`src/rtl/lsu_pkg.sv`:
```
// Shared types and helpers for the load/store unit: funct3 encodings, FSM states,
// and request legality/alignment checks.
package lsu_pkg;

    localparam logic [2:0] F3_B  = 3'b000;
    localparam logic [2:0] F3_H  = 3'b001;
    localparam logic [2:0] F3_W  = 3'b010;
    localparam logic [2:0] F3_BU = 3'b100;
    localparam logic [2:0] F3_HU = 3'b101;

    typedef enum logic [2:0] {
        ST_IDLE,
        ST_LOAD,
        ST_RMW_RD,
        ST_WRITE,
        ST_RESP
    } lsu_state_t;

    function automatic logic is_legal_funct3(input logic store, input logic [2:0] f3);
        if (store)
            return (f3 == F3_B) || (f3 == F3_H) || (f3 == F3_W);
        else
            return (f3 == F3_B) || (f3 == F3_H) || (f3 == F3_W) ||
                   (f3 == F3_BU) || (f3 == F3_HU);
    endfunction

    // Size lives in f3[1:0] for every legal encoding (00 byte, 01 half, 10 word).
    function automatic logic is_misaligned(input logic [2:0] f3, input logic [1:0] addr_lo);
        return ((f3[1:0] == 2'b01) && addr_lo[0]) ||
               ((f3[1:0] == 2'b10) && (addr_lo != 2'b00));
    endfunction

endpackage

```
`src/rtl/lsu_if.sv`:
```
// Execute-stage request/response handshake plus word-wide data memory bus.
// The slave modport is the load/store unit's view; master is the surrounding system.
interface lsu_if #(
    parameter int ADDR_W = 32
);
    logic              req_valid;
    logic              req_ready;
    logic              req_store;
    logic [2:0]        req_funct3;
    logic [ADDR_W-1:0] req_addr;
    logic [31:0]       req_wdata;
    logic              resp_valid;
    logic              resp_ready;
    logic [31:0]       resp_rdata;
    logic              resp_fault;
    logic              mem_read;
    logic              mem_write;
    logic [ADDR_W-1:0] mem_addr;
    logic [31:0]       mem_wdata;
    logic [31:0]       mem_rdata;

    modport slave (
        input  req_valid, req_store, req_funct3, req_addr, req_wdata,
        input  resp_ready, mem_rdata,
        output req_ready, resp_valid, resp_rdata, resp_fault,
        output mem_read, mem_write, mem_addr, mem_wdata
    );

    modport master (
        output req_valid, req_store, req_funct3, req_addr, req_wdata,
        output resp_ready, mem_rdata,
        input  req_ready, resp_valid, resp_rdata, resp_fault,
        input  mem_read, mem_write, mem_addr, mem_wdata
    );
endinterface

```
`src/rtl/lsu_align.sv`:
```
// Combinational lane logic: load extraction with sign/zero extension, and
// byte/half merge into an old word for read-modify-write stores.
module lsu_align
    import lsu_pkg::*;
(
    input  logic [31:0] rd_word,
    input  logic [31:0] wdata,
    input  logic [1:0]  addr_lo,
    input  logic [2:0]  funct3,
    output logic [31:0] load_data,
    output logic [31:0] merged_word
);

    logic [7:0]  sel_byte;
    logic [15:0] sel_half;

    always_comb begin
        sel_byte  = rd_word[8*addr_lo +: 8];
        sel_half  = addr_lo[1] ? rd_word[31:16] : rd_word[15:0];
        load_data = rd_word;
        case (funct3)
            F3_B:    load_data = {{24{sel_byte[7]}}, sel_byte};
            F3_BU:   load_data = {24'h0, sel_byte};
            F3_H:    load_data = {{16{sel_half[15]}}, sel_half};
            F3_HU:   load_data = {16'h0, sel_half};
            default: load_data = rd_word;
        endcase
    end

    // Each byte lane decides independently whether the store covers it.
    for (genvar gi = 0; gi < 4; gi++) begin : g_lane
        localparam logic [1:0] LANE = 2'(gi);
        localparam logic       HALF = 1'(gi >> 1);
        logic       lane_hit;
        logic [7:0] lane_src;

        always_comb begin
            lane_hit = 1'b1;
            lane_src = wdata[8*gi +: 8];
            case (funct3[1:0])
                2'b00: begin
                    lane_hit = (addr_lo == LANE);
                    lane_src = wdata[7:0];
                end
                2'b01: begin
                    lane_hit = (addr_lo[1] == HALF);
                    lane_src = wdata[8*(gi % 2) +: 8];
                end
                default: begin
                    lane_hit = 1'b1;
                    lane_src = wdata[8*gi +: 8];
                end
            endcase
        end

        assign merged_word[8*gi +: 8] = lane_hit ? lane_src : rd_word[8*gi +: 8];
    end

endmodule

```
`src/rtl/load_store_unit.sv`:
```
// RV32I load/store unit driving a word-wide memory without byte enables.
// Optional alignment faulting is enabled with the LSU_MISALIGN_CHECK_EN macro.
module load_store_unit
    import lsu_pkg::*;
#(
    parameter int ADDR_W = 32
)(
    input  logic  clk,
    input  logic  rst_n,
    lsu_if.slave  bus
);

    lsu_state_t        state_reg;
    logic [2:0]        f3_reg;
    logic [1:0]        addr_lo_reg;
    logic [31:0]       wdata_reg;
    logic              req_ready_reg;
    logic              resp_valid_reg;
    logic              resp_fault_reg;
    logic [31:0]       resp_rdata_reg;
    logic              mem_read_reg;
    logic              mem_write_reg;
    logic [ADDR_W-1:0] mem_addr_reg;
    logic [31:0]       mem_wdata_reg;

    logic [31:0]       load_data;
    logic [31:0]       merged_word;
    logic              req_fault;

    lsu_align u_align (
        .rd_word     (bus.mem_rdata),
        .wdata       (wdata_reg),
        .addr_lo     (addr_lo_reg),
        .funct3      (f3_reg),
        .load_data   (load_data),
        .merged_word (merged_word)
    );

    always_comb begin
        req_fault = !is_legal_funct3(bus.req_store, bus.req_funct3);
`ifdef LSU_MISALIGN_CHECK_EN
        req_fault = req_fault | is_misaligned(bus.req_funct3, bus.req_addr[1:0]);
`endif
    end

    always_ff @(posedge clk or negedge rst_n) begin
        if (!rst_n) begin
            state_reg      <= ST_IDLE;
            f3_reg         <= '0;
            addr_lo_reg    <= '0;
            wdata_reg      <= '0;
            req_ready_reg  <= 1'b0;
            resp_valid_reg <= 1'b0;
            resp_fault_reg <= 1'b0;
            resp_rdata_reg <= '0;
            mem_read_reg   <= 1'b0;
            mem_write_reg  <= 1'b0;
            mem_addr_reg   <= '0;
            mem_wdata_reg  <= '0;
        end else begin
            case (state_reg)
                ST_IDLE: begin
                    req_ready_reg <= 1'b1;
                    if (bus.req_valid && req_ready_reg) begin
                        req_ready_reg <= 1'b0;
                        f3_reg        <= bus.req_funct3;
                        addr_lo_reg   <= bus.req_addr[1:0];
                        wdata_reg     <= bus.req_wdata;
                        mem_addr_reg  <= {bus.req_addr[ADDR_W-1:2], 2'b00};
                        if (req_fault) begin
                            resp_valid_reg <= 1'b1;
                            resp_fault_reg <= 1'b1;
                            resp_rdata_reg <= '0;
                            state_reg      <= ST_RESP;
                        end else if (!bus.req_store) begin
                            mem_read_reg <= 1'b1;
                            state_reg    <= ST_LOAD;
                        end else if (bus.req_funct3 == F3_W) begin
                            mem_write_reg <= 1'b1;
                            mem_wdata_reg <= bus.req_wdata;
                            state_reg     <= ST_WRITE;
                        end else begin
                            mem_read_reg <= 1'b1;
                            state_reg    <= ST_RMW_RD;
                        end
                    end
                end
                ST_LOAD: begin
                    mem_read_reg   <= 1'b0;
                    resp_rdata_reg <= load_data;
                    resp_valid_reg <= 1'b1;
                    state_reg      <= ST_RESP;
                end
                ST_RMW_RD: begin
                    mem_read_reg  <= 1'b0;
                    mem_wdata_reg <= merged_word;
                    mem_write_reg <= 1'b1;
                    state_reg     <= ST_WRITE;
                end
                ST_WRITE: begin
                    mem_write_reg  <= 1'b0;
                    resp_rdata_reg <= '0;
                    resp_valid_reg <= 1'b1;
                    state_reg      <= ST_RESP;
                end
                ST_RESP: begin
                    if (bus.resp_ready) begin
                        resp_valid_reg <= 1'b0;
                        resp_fault_reg <= 1'b0;
                        resp_rdata_reg <= '0;
                        mem_addr_reg   <= '0;
                        mem_wdata_reg  <= '0;
                        req_ready_reg  <= 1'b1;
                        state_reg      <= ST_IDLE;
                    end
                end
                default: state_reg <= ST_IDLE;
            endcase
        end
    end

    assign bus.req_ready  = req_ready_reg;
    assign bus.resp_valid = resp_valid_reg;
    assign bus.resp_fault = resp_fault_reg;
    assign bus.resp_rdata = resp_rdata_reg;
    assign bus.mem_read   = mem_read_reg;
    assign bus.mem_write  = mem_write_reg;
    assign bus.mem_addr   = mem_addr_reg;
    assign bus.mem_wdata  = mem_wdata_reg;

endmodule

```
`src/flat_wrapper.sv`:
```
// flat-port wrapper written by rule: the top's interface ports become plain ports
module load_store_unit_flat import lsu_pkg::*;
#(
    parameter int ADDR_W = 32
)
  (clk, rst_n, bus_req_valid, bus_req_store, bus_req_funct3, bus_req_addr, bus_req_wdata, bus_resp_ready, bus_mem_rdata, bus_req_ready, bus_resp_valid, bus_resp_rdata, bus_resp_fault, bus_mem_read, bus_mem_write, bus_mem_addr, bus_mem_wdata);
  lsu_if #(.ADDR_W(ADDR_W)) bus_i ();
  input  logic clk;
  input  logic rst_n;
  input wire logic [$bits(bus_i.req_valid)-1:0] bus_req_valid;
  input wire logic [$bits(bus_i.req_store)-1:0] bus_req_store;
  input wire logic [$bits(bus_i.req_funct3)-1:0] bus_req_funct3;
  input wire logic [$bits(bus_i.req_addr)-1:0] bus_req_addr;
  input wire logic [$bits(bus_i.req_wdata)-1:0] bus_req_wdata;
  input wire logic [$bits(bus_i.resp_ready)-1:0] bus_resp_ready;
  input wire logic [$bits(bus_i.mem_rdata)-1:0] bus_mem_rdata;
  output wire logic [$bits(bus_i.req_ready)-1:0] bus_req_ready;
  output wire logic [$bits(bus_i.resp_valid)-1:0] bus_resp_valid;
  output wire logic [$bits(bus_i.resp_rdata)-1:0] bus_resp_rdata;
  output wire logic [$bits(bus_i.resp_fault)-1:0] bus_resp_fault;
  output wire logic [$bits(bus_i.mem_read)-1:0] bus_mem_read;
  output wire logic [$bits(bus_i.mem_write)-1:0] bus_mem_write;
  output wire logic [$bits(bus_i.mem_addr)-1:0] bus_mem_addr;
  output wire logic [$bits(bus_i.mem_wdata)-1:0] bus_mem_wdata;
  assign bus_i.req_valid = bus_req_valid;
  assign bus_i.req_store = bus_req_store;
  assign bus_i.req_funct3 = bus_req_funct3;
  assign bus_i.req_addr = bus_req_addr;
  assign bus_i.req_wdata = bus_req_wdata;
  assign bus_i.resp_ready = bus_resp_ready;
  assign bus_i.mem_rdata = bus_mem_rdata;
  assign bus_req_ready = bus_i.req_ready;
  assign bus_resp_valid = bus_i.resp_valid;
  assign bus_resp_rdata = bus_i.resp_rdata;
  assign bus_resp_fault = bus_i.resp_fault;
  assign bus_mem_read = bus_i.mem_read;
  assign bus_mem_write = bus_i.mem_write;
  assign bus_mem_addr = bus_i.mem_addr;
  assign bus_mem_wdata = bus_i.mem_wdata;
  load_store_unit #(.ADDR_W(ADDR_W)) u_core (.clk(clk), .rst_n(rst_n), .bus(bus_i));
endmodule
```
`config.mk`:
```
export PLATFORM = sky130hd
export DESIGN_NAME = load_store_unit_flat
export DESIGN_NICKNAME = d
export VERILOG_FILES = /design/src/rtl/lsu_pkg.sv /design/src/rtl/lsu_if.sv /design/src/rtl/lsu_align.sv /design/src/rtl/load_store_unit.sv /design/src/flat_wrapper.sv
export SDC_FILE = /design/constraint.sdc
export NUM_CORES = 1
export LEC_CHECK = 0
export ABC_AREA = 1
export CAP_MARGIN = 5
export CORE_ASPECT_RATIO = 1.4
export CORE_MARGIN = 2
export CORE_UTILIZATION = 40
export DETAILED_ROUTE_END_ITERATION = 12
export GPL_ROUTABILITY_DRIVEN = 0
export GPL_TIMING_DRIVEN = 0
export PLACE_DENSITY_LB_ADDON = 0.2
export SETUP_SLACK_MARGIN = 0.1
export SYNTH_ARGS = -nofsm -noshare
export SYNTH_HDL_FRONTEND = slang
export SYNTH_HIERARCHICAL = 1
export SYNTH_SLANG_ARGS = --single-unit
```
`constraint.sdc`:
```
create_clock -name clk -period 1.5 [get_ports clk]
set_clock_uncertainty 0.15 [all_clocks]
set_input_delay 0.225 -clock clk [delete_from_list [all_inputs] [get_ports clk]]
set_output_delay 0.225 -clock clk [all_outputs]
set_load 0.01 [all_outputs]
```
==> summary.txt, run 1 <==
Critical path
  • Top cell by count, worst path: nand2_1
  • Worst setup path category: flip-flop to flip-flop
  • Slowest stage cell, crit path: dfrtp_1
  • Critical-path maximum fanout: 9
  • Crit-path cells: buf_8 > buf_4 > nor2_4 > nand2_2 > nand2_4 > nand2_8 > nand2_1 > nand2_1 > nand2_1 > nand2_1 > nand3_1 > nand2_1
  • CP endpoint kind: flip-flop
  • Data arrival, critical path: 2.09 ns
  • Crit path largest cell delay: approximately 0.40 ns
  • WP data required: approximately 1.7 ns
  • CP startpoint kind: flip-flop

Clocking
  • Clk Latency, worst-skew pair: 0.43 ns
  • Clock root cell: clkbuf_16
  • CTS HTree Levels: 4
  • Clock tree buffer depth: 2
  • Clock transition at the registers of the reported paths: 0.06 ns
  • CTS tree: built
  • Num CTS Buffers: 17
  • Sink Count: around 140

Timing
  • Fmax: 0.520 GHz
  • Worst setup margin: -0.424 ns
  • Crit path time final: 1.92 ns
  • Tcrit/Tclk final: 128%
  • Final hold vios: 0
  • RSZ-0062 raised after global routing: true
  • Min Hold Slack: 0.163 ns
  • Final Setup Violations: about 140
  • Max Slew Vio Count: 0
  • Setup tns final: -32.66 ns

Floorplanning
  • Number of I/O pins: ~210
  • Std cell rows: 59
  • Initial core utilization: around two fifths
  • Core ar.: 0.0185 sq mm
  • Die Wd: 120 um
  • Die Y: 167 um
  • Die area: approximately 0.020 sq mm

Logic synthesis
  • Synth top area share: 46.1%
  • Synth Area in Compound Gates: 7.18%
  • Synth Area in Simple Gates: 38.7%
  • Synth unique cells: 31
  • Largest family of logic cells by synthesized area: simple AND/OR/NAND/NOR gates
  • Adder-cell area share of the yosys netlist: 0%
  • Register area share after synthesis: 46.1%
  • Synthesis Warnings: 6
  • Top post-synthesis cells by area: dfrtp_1 (46%), nand2_1 (27%), nand3_1 (8.9%)
  • Yosys reg bits: 139
  • Xor and xnor area share after synthesis: 0%
  • Yosys top cell by area: dfrtp_1
  • Syn avg cell area: 7.07 sq um
  • Mapped Cells: 1067
  • Mapped Area: 0.00754 sq mm
  • Mux cell area share after synthesis: 0%

Placed design
  • DP Cell Count: 1515
  • Port bufs: 202
  • Final HPWL DP: 19300 um
  • Setup WS pre-CTS: -0.643 ns
  • Placed inst area: 0.0101 sq mm

Route
  • DRT iter0 DRCs: 762
  • DR WL/cell: 18.7 um
  • Post-DRT Antenna Nets: 0
  • Number of remaining DRC errors: 0
  • DR pass1 iterations: 6
  • Drt via density: around 5.4
  • Via Count: ~9000
  • Routed wire length: 31200 um

Cells and area
  • Area growth, synth to finish: 70.0%
  • Post-Layout Inst Area: 0.0128 sq mm
  • Layout cell share with drive strength beyond 1: 40.5%
  • Fin util: 69.2%
  • Layout Nets: between 1500 and 2000
  • Ant diodes: 0
  • # fillers: 1451
  • Cell Count, Final, Fillers Out: roughly 1700

Pwr
  • Peak VDD IR: between 1 and 1.5 mV
  • P per Cell Area: between 2000 and 3000 mW/mm^2
  • Pleak: approximately 6.7 nW
  • Total power: 32.3 mW

Global routing
  • First-pass GRT wire length: 46000 um
  • GRT Total Usage: between 20 and 30%
  • GRT overflow: 0
  • Antenna violations before repair: 0
  • Largest net degree at the start of global routing: 77
  • Vias in the first global route: slightly below 9000

Job
  • Max Cap Viol: 0

Hold path
  • Worst hold path type: input port to asynchronous set/reset pin

Status
  • Status: finished with violations
  • Violated checks: negative setup slack
==> repair_timing <==
action,in CTS,in global routing
hold buffers,1,0
gates resized for setup,635,211
setup endpoints to repair,237,216
gates cloned,22,5
hold endpoints to repair,63,0
pin swaps,41,66
buffers inserted,74,22
==> cell families after synthesis <==
kind of cell    after synthesis
simple gates                708
flops                       139
buf+inv                     121
compound gates               98
other cells                   1
==> path summary, 6_finish.rpt <==
path,end,depth (start not counted),slack (ns),start
max in group asynchronous,u_core/f3_reg[0]$_DFFE_PN0P_,3,0.27,rst_n
setup / recovery,u_core/bus.mem_wdata[31]$_DFFE_PN0P_,12,-0.42,u_core/f3_reg[1]$_DFFE_PN0P_
min in group clk,u_core/bus.mem_addr[15]$_DFFE_PN0P_,3,0.19,bus_req_addr[15]
hold / removal,u_core/bus.mem_addr[19]$_DFFE_PN0P_,2,0.16,rst_n
setup reg to reg,u_core/bus.mem_wdata[31]$_DFFE_PN0P_,12,-0.42,u_core/f3_reg[1]$_DFFE_PN0P_
hold reg to reg,u_core/bus.mem_wdata[8]$_DFFE_PN0P_,2,0.32,u_core/bus.mem_wdata[8]$_DFFE_PN0P_
==> cell type report <==
class | count | area (sq um) | area share [%]
multi-input cells | 808 | 4590 | 35.8
plain buffers | 56 | 667 | 5.20
clock inverters | 12 | 92.6 | 0.722
repair buffers | 321 | 2950 | 23.0
clock buffers | 19 | 453 | 3.53
flip-flops and latches | 139 | 3480 | 27.2
inverters | 64 | 290 | 2.26
well taps | 244 | 305 | 2.38
==> where the power goes <==
group | switching (mW) | total [mW] | internal, mW
sequential | 1.30 | 6.80 | 5.50
combinational | 11.9 | 21.6 | 9.78
clock | 1.68 | 3.88 | 2.20
total | 14.8 | 32.3 | 17.5
==> layout by cell type (no fill, tap or decap), types with 7 or more instances in the layout <==
master	instances
nand2_1	395
dfrtp_1	135
nand3_1	119
clkdlybuf4s50_1	102
buf_2	99
nand2_2	96
buf_4	67
o21ai_2	56
inv_1	49
nand2_4	46
buf_6	45
clkbuf_16	23
buf_8	19
buf_12	19
o21ai_1	17
nand3_2	13
nor2_1	11
nor2_4	10
inv_6	7
nand2_8	7
o21a_1	7
==> critical path, delay by kind of cell (launching register included) <==
| family | cells | cell delay, ns |
|---|---|---|
| buffers and inverters | 2 | 0.29 |
| and+or+nand+nor | 10 | 0.97 |
| DFF | 1 | 0.40 |
==> synth_stat cells (all sizes together) <==
library cell / n
nand2: 544
dfrtp: 139
nand3: 135
o21ai: 79
inv: 64
buf: 45
nor2: 28
clkbuf: 12
a21oi: 9
o21a: 7
a31oi: 1
conb: 1
nor3: 1
o211ai: 1
o21bai: 1
==> routing by layer <==
metal | GRT usage [%] | vias up | wire length, um
met5 | 0 | - | 0
met4 | 18.7 | 0 | 2320
met3 | 6.27 | 176 | 2520
met2 | 49.6 | 546 | 15200
met1 | 33.3 | 4192 | 11100
li1 | - | 4045 | -
Power figures use the tool's default switching activity.
==> inputs of run 2 (changes only) <==
GPL_ROUTABILITY_DRIVEN = 1   (was 0)
==> run 2 against run 1 <==
Net effect:
- the flow still finishes with violations (negative setup slack)
- sequential share of layout area grew 0.36 points
- count of clock-buffer cells in the layout grew 1
- sequential cell count is the same
- first-iteration DRC count grew 0.92%
- via count shrank 4.8%
- highest routed layer unchanged
- sequential power shrank 2%
- clock power grew 8.0%
- critical path depth is the same
- cell count shrank 0.66%
- largest cell class unchanged
==> summary.txt, run 2 (synthesis gave the netlist of run 1 again) <==
Route
  • Post-DRT Antenna Nets: 0 (unchanged)
  • DRT iter0 DRCs: 769 (was 762)
  • Via Count: 8531 (was 8959)
  • Number of remaining DRC errors: 0 (unchanged)
  • Routed wire length: 30100 um (was 31200 um)
  • DR pass1 iterations: 9 (was 6)
  • DR WL/cell: 18.2 um (was 18.7 um)
  • Drt via density: 5.16 (was 5.39)

Clocking
  • Clock transition at the registers of the reported paths: 0.06 ns (about the same)
  • Clock tree buffer depth: 2 (unchanged)
  • CTS HTree Levels: 4 (unchanged)
  • Num CTS Buffers: 17 (unchanged)
  • Clock root cell: clkbuf_16 (unchanged)
  • CTS tree: built (unchanged)
  • Sink Count: 139 (unchanged)
  • Clk Latency, worst-skew pair: 0.42 ns (was 0.43 ns)

Critical path
  • CP endpoint kind: flip-flop (unchanged)
  • CP delay by family, top: simple AND/OR/NAND/NOR gates (unchanged)
  • R2R cell count: 12 (unchanged)
  • CP bufs+invs: 3 (was 2)
  • Worst setup path category: flip-flop to flip-flop (unchanged)
  • Worst R2R End: u_core/bus.mem_wdata[13]$_DFFE_PN0P_ (was u_core/bus.mem_wdata[31]$_DFFE_PN0P_)
  • Crit path largest cell delay: 0.41 ns (was 0.40 ns)
  • WP data required: 1.67 ns (was 1.66 ns)
  • Slowest stage cell, crit path: dfrtp_1 (unchanged)
  • CP startpoint: u_core/f3_reg[1]$_DFFE_PN0P_ (unchanged)
  • RR Startpoint: u_core/f3_reg[1]$_DFFE_PN0P_ (unchanged)
  • CP startpoint kind: flip-flop (unchanged)
  • Critical-path maximum fanout: 8 (was 9)
  • Top cell by count, worst path: nand2_1 (unchanged)
  • Crit-path cells: buf_8 > nor2_4 > buf_12 > nand2_8 > o21ai_4 > inv_4 > nand2_1 > nand2_1 > nand2_1 > nand2_1 > nand3_1 > nand2_1 (was buf_8 > buf_4 > nor2_4 > nand2_2 > nand2_4 > nand2_8 > nand2_1 > nand2_1 > nand2_1 > nand2_1 > nand3_1 > nand2_1)
  • Worst R2R Setup Slack: -0.38 ns (was -0.42 ns)
  • Data arrival, critical path: 2.05 ns (was 2.09 ns)

Cells and area
  • Area growth, synth to finish: 67.7% (was 70.0%)
  • Layout Nets: 1498 (was 1511)
  • Cell Count, Final, Fillers Out: 1652 (was 1663)
  • Most common cell after layout, fill and taps aside: nand2_1 (unchanged)
  • Layout cell share with drive strength beyond 1: 39.3% (was 40.5%)
  • Most frequent cells in the layout: nand2_1 (409), dfrtp_1 (135), nand3_1 (105) (was nand2_1 (395), dfrtp_1 (135), nand3_1 (119))

Placed design
  • Setup WS pre-CTS: -0.626 ns (was -0.643 ns)
  • Routability cong.: 0.940
  • DP Cell Count: 1515 (unchanged)
  • Final HPWL DP: 19700 um (was 19300 um)
  • Port bufs: 202 (unchanged)

Timing
  • Worst setup margin: -0.384 ns (was -0.424 ns)
  • Fmax: 0.531 GHz (was 0.520 GHz)
  • Final hold vios: 0 (unchanged)
  • RSZ-0062 raised after global routing: true (unchanged)
  • Setup tns final: -27.80 ns (was -32.66 ns)
  • Min Hold Slack: 0.157 ns (was 0.163 ns)
  • Max Slew Vio Count: 0 (unchanged)
  • Final Setup Violations: 139 (was 138)
  • Crit path time final: 1.88 ns (was 1.92 ns)
  • Tcrit/Tclk final: 126% (was 128%)

Pwr
  • Sw Pwr: 14.4 mW (was 14.8 mW)
  • Clock power share: 13.2% (was 12.0%)
  • Reg power frac: 21.1% (was 21.0%)
  • Pleak: 6.59 nW (was 6.69 nW)
  • Total power: 31.8 mW (was 32.3 mW)
  • Sw Share: 45.3% (was 45.9%)
  • P per Cell Area: 2510 mW/mm^2 (was 2520 mW/mm^2)
  • Internal: 17.4 mW (was 17.5 mW)
  • Power share of the combinational group: 65.7% (was 67.0%)
  • Peak VDD IR: 1.14 mV (was 1.32 mV)

Floorplanning
  • Initial core utilization: 40.7% (unchanged)
  • Die Y: 167 um (unchanged)
  • Number of I/O pins: 205 (unchanged)
  • Core ar.: 0.0185 sq mm (unchanged)
  • Die Wd: 120 um (unchanged)
  • Die area: 0.0200 sq mm (unchanged)
  • Std cell rows: 59 (unchanged)

Hold path
  • Worst hold path type: input port to asynchronous set/reset pin (unchanged)

Job
  • Max Cap Viol: 0 (unchanged)

Global routing
  • First-pass GRT wire length: 45200 um (was 46000 um)
  • Vias in the first global route: 8376 (was 8710)
  • GRT overflow: 0 (unchanged)
  • GRT Total Usage: 29.0% (was 29.3%)
  • Largest net degree at the start of global routing: 78 (was 77)
  • Antenna violations before repair: 1 (was 0)

Status
  • Violated checks: negative setup slack (unchanged)
  • Status: finished with violations (unchanged)
## run 2: per-layer routing
| layer | up-vias | GRT usage (%) | part of all wire, % |
|---|---|---|---|
| li1 | 4026 | - | - |
| met1 | 4004 | 33.7 | 38 |
| met2 | 395 | 49.5 | 50 |
| met3 | 106 | 6.20 | 6.5 |
| met4 | 0 | 16.1 | 5.4 |
| met5 | - | 0 | 0 |
## run 2: worst max path at each step
stage          cells past startpoint  slack, ns                              endpoint
2_1_floorplan                     12      -0.12  u_core/bus.mem_wdata[11]$_DFFE_PN0P_
3_3_place_gp                       1      -5.59   u_core/bus.mem_wdata[9]$_DFFE_PN0P_
3_5_place_dp                       8      -0.63  u_core/bus.mem_wdata[11]$_DFFE_PN0P_
4_1_cts                           12      -0.29  u_core/bus.mem_wdata[12]$_DFFE_PN0P_
5_1_grt                           12      -0.43   u_core/bus.mem_wdata[9]$_DFFE_PN0P_
6_report                          12      -0.38  u_core/bus.mem_wdata[13]$_DFFE_PN0P_
## run 2: area by class of cell
class,count,area [sq um]
diodes,1,2.50
plain buffers,57,678
clock buffers,20,447
clock inverters,12,138
fillers,1484,5870
inverters,64,288
multi-input cells,812,4590
flip-flops and latches,139,3480
well taps,244,305
repair buffers,303,2730
## run 2: power by group through the flow
stage               logic [mW]  clock network [mW]  registers, mW
CTS                       18.4                4.25           6.56
floorplan                 8.06                   0           6.96
finish                    20.9                4.19           6.69
detailed placement        13.8                   0           6.59
global placement          13.7                   0           6.59
global route              22.2                4.46           6.89
## run 2: repair_timing
| action | CTS | global route |
|---|---|---|
| buffers inserted | 65 | 18 |
| resized for setup | 643 | 187 |
| pin swaps | 56 | 85 |
| endpoints found under the hold margin | 62 | 0 |
| setup endpoints to repair | 237 | 218 |
| gates cloned | 20 | 8 |
| hold buffers | 1 | 0 |
## run 2: stage by stage
stage,utilization [%],instance area (sq um)
6_report,68.3,12700
5_1_grt,68.3,12700
3_5_place_dp,54.4,10100
4_1_cts,64.5,11900
2_1_floorplan,-,7720
3_3_place_gp,54.2,10000
==> inputs of run 3 (changes only) <==
CTS_BUF_LIST = sky130_fd_sc_hd__clkbuf_4 sky130_fd_sc_hd__clkbuf_8 sky130_fd_sc_hd__clkbuf_16   (was default)
CTS_CLUSTER_SIZE = 8   (was default)
==> run 3 against run 2 <==
Net effect:
- the run still ends with negative setup slack left
- count of clock-buffer cells in the layout is the same
- worst hold slack better by 0.0019 ns
- critical path depth is the same
- first-iteration DRC count shrank 12%
- global-route usage fell by 0.32 points
- critical path type unchanged
- critical endpoint is now u_core/bus.mem_wdata[14]$_DFFE_PN0P_
==> summary.txt, run 3 (synthesis gave the netlist of run 1 again) <==
Route
  • DR WL/cell: 17.9 um (was 18.2 um)
  • Routed wire length: 29500 um (was 30100 um)
  • DR pass1 iterations: 7 (was 9)
  • DRT iter0 DRCs: 679 (was 769)
  • Post-DRT Antenna Nets: 0 (unchanged)
  • Number of remaining DRC errors: 0 (unchanged)
  • Via Count: 8490 (was 8531)
  • Drt via density: 5.15 (was 5.16)

Critical path
  • CP startpoint kind: flip-flop (unchanged)
  • Worst setup path category: flip-flop to flip-flop (unchanged)
  • WP data required: 1.66 ns (was 1.67 ns)
  • Crit path largest cell delay: 0.40 ns (was 0.41 ns)
  • CP endpoint kind: flip-flop (unchanged)
  • Data arrival, critical path: 2.05 ns (about the same)
  • Slowest stage cell, crit path: dfrtp_1 (unchanged)
  • Crit-path cells: buf_8 > nor2_4 > buf_12 > nand2_8 > o21ai_4 > inv_4 > nand2_1 > nand2_1 > nand2_1 > nand2_1 > nand3_1 > nand2_1 (unchanged)
  • Critical-path maximum fanout: 8 (unchanged)
  • Top cell by count, worst path: nand2_1 (unchanged)

Status
  • Status: finished with violations (unchanged)
  • Violated checks: negative setup slack (unchanged)

Cells and area
  • Most frequent cells in the layout: nand2_1 (420), dfrtp_1 (135), nand3_1 (112) (was nand2_1 (409), dfrtp_1 (135), nand3_1 (105))
  • Layout cell share with drive strength beyond 1: 37.8% (was 39.3%)
  • # fillers: 1513 (was 1484)
  • Fin util: 67.6% (was 68.3%)
  • Area growth, synth to finish: 66.1% (was 67.7%)
  • Post-Layout Inst Area: 0.0125 sq mm (was 0.0127 sq mm)
  • Most common cell after layout, fill and taps aside: nand2_1 (unchanged)
  • Layout Nets: 1494 (was 1498)

Clocking
  • CTS tree: built (unchanged)
  • Clock tree buffer depth: 2 (unchanged)
  • Sink Count: 139 (unchanged)
  • Num CTS Buffers: 17 (unchanged)
  • Clock transition at the registers of the reported paths: 0.06 ns (about the same)
  • Clock root cell: clkbuf_16 (unchanged)
  • CTS HTree Levels: 4 (unchanged)
  • Clk Latency, worst-skew pair: 0.42 ns (about the same)

Floorplanning
  • Core ar.: 0.0185 sq mm (unchanged)
  • Std cell rows: 59 (unchanged)
  • Die Wd: 120 um (unchanged)
  • Die area: 0.0200 sq mm (unchanged)
  • Number of I/O pins: 205 (unchanged)
  • Die Y: 167 um (unchanged)
  • Initial core utilization: 40.7% (unchanged)

Pwr
  • P per Cell Area: 2500 mW/mm^2 (was 2510 mW/mm^2)
  • Sw Share: 45.2% (was 45.3%)
  • Clock power share: 13.5% (was 13.2%)
  • Sw Pwr: 14.1 mW (was 14.4 mW)
  • Reg power frac: 21.4% (was 21.1%)
  • Internal: 17.2 mW (was 17.4 mW)
  • Power share of the combinational group: 65.2% (was 65.7%)
  • Pleak: 6.54 nW (was 6.59 nW)
  • Peak VDD IR: 1.05 mV (was 1.14 mV)
  • Total power: 31.3 mW (was 31.8 mW)

Hold path
  • Worst hold path type: input port to asynchronous set/reset pin (unchanged)

Timing
  • Max Slew Vio Count: 0 (unchanged)
  • RSZ-0062 raised after global routing: true (unchanged)
  • Worst setup margin: -0.389 ns (was -0.384 ns)
  • Crit path time final: 1.89 ns (was 1.88 ns)
  • Tcrit/Tclk final: 126% (about the same)
  • Final hold vios: 0 (unchanged)
  • Setup tns final: -29.42 ns (was -27.80 ns)
  • Final Setup Violations: 138 (was 139)
  • Fmax: 0.530 GHz (was 0.531 GHz)

Placed design
  • Placed inst area: 0.0101 sq mm (unchanged)
  • Setup WS pre-CTS: -0.626 ns (unchanged)
  • Final HPWL DP: 19700 um (unchanged)
  • Port bufs: 202 (unchanged)
  • Routability cong.: 0.940 (unchanged)

Global routing
  • Gr busiest metal: met2 (unchanged)
  • First-pass GRT wire length: 44800 um (was 45200 um)
  • Vias in the first global route: 8318 (was 8376)
  • Routing usage on met1: 33.4% (was 33.7%)
  • Met3 Resource Use GR: 6.13% (was 6.20%)
  • Antenna violations before repair: 1 (unchanged)
  • GRT overflow: 0 (unchanged)
  • GRT met2 Usage: 48.6% (was 49.5%)
  • GRT Total Usage: 28.7% (was 29.0%)
  • Largest net degree at the start of global routing: 78 (unchanged)

Job
  • Max Cap Viol: 0 (unchanged)
## run 3: cell count changes in the layout (fill, tap and decap cells not counted), moves of 4 or more
cell,previous run,this run
nand2_2,99,89
nand3_2,26,19
buf_6,45,40
nand2_1,409,420
nand3_1,105,112
o21ai_1,20,24
## run 3: final timing paths
check / startpoint / end / slack (ns) / depth (start not counted)
worst max-delay path: u_core/f3_reg[1]$_DFFE_PN0P_ / u_core/bus.mem_wdata[14]$_DFFE_PN0P_ / -0.39 / 12
worst min-delay path: rst_n / u_core/bus.mem_addr[19]$_DFFE_PN0P_ / 0.16 / 2
worst max register to register: u_core/f3_reg[1]$_DFFE_PN0P_ / u_core/bus.mem_wdata[14]$_DFFE_PN0P_ / -0.39 / 12
worst min register to register: u_core/bus.mem_wdata[5]$_DFFE_PN0P_ / u_core/bus.mem_wdata[5]$_DFFE_PN0P_ / 0.32 / 2
max in group asynchronous: rst_n / u_core/bus.mem_wdata[1]$_DFFE_PN0P_ / 0.28 / 3
min in group clk: bus_req_addr[2] / u_core/bus.mem_addr[2]$_DFFE_PN0P_ / 0.20 / 3
## run 3: area by class of cell
class / count / area, sq um / area share (%)
antenna: 1 / 2.50 / 0.0200
multi-input combinational: 811 / 4500 / 35.9
tap: 244 / 305 / 2.44
inverter: 64 / 288 / 2.30
buffer: 57 / 653 / 5.21
clock inverter: 12 / 138 / 1.10
timing repair buffer: 300 / 2710 / 21.6
sequential: 139 / 3480 / 27.8
clock buffer: 20 / 454 / 3.62
## run 3: power groups by stage
stage / Sequential [mW] / Combinational [mW] / Clock (mW)
2_1_floorplan: 6.96 / 8.06 / 0
3_3_place_gp: 6.59 / 13.7 / 0
3_5_place_dp: 6.59 / 13.8 / 0
4_1_cts: 6.58 / 18.0 / 4.28
5_1_grt: 6.89 / 21.8 / 4.49
6_report: 6.68 / 20.4 / 4.22
## run 3: critical path: cells and delay by family (launching register included)
| kind | cells | cell delay [ns] |
|---|---|---|
| buffers and inverters | 3 | 0.42 |
| AOI/OAI and AO/OA | 1 | 0.13 |
| and+or+nand+nor | 8 | 0.68 |
| DFF | 1 | 0.40 |
## run 3: routing by layer
layer,vias to the layer above,routed length (um)
li1,4011,-
met5,-,0
met2,410,14800
met4,0,1680
met1,3966,11000
met3,103,2020
## run 3: repair_timing
item                                   in CTS  in global routing
gates resized for setup                   640                162
hold buffers                                1                  0
cloned                                     17                  8
pin swaps                                  57                 70
buffers inserted                           61                 23
endpoints found under the hold margin      62                  0
setup endpoints to repair                 237                217
## run 3: stage by stage
step / hold WS, ns / cells
3_5_place_dp: 0.0933 / 1515
3_3_place_gp: 0.305 / 1514
5_1_grt: 0.193 / 1648
6_report: 0.159 / 1648
2_1_floorplan: -0.221 / 1068
4_1_cts: 0.174 / 1626
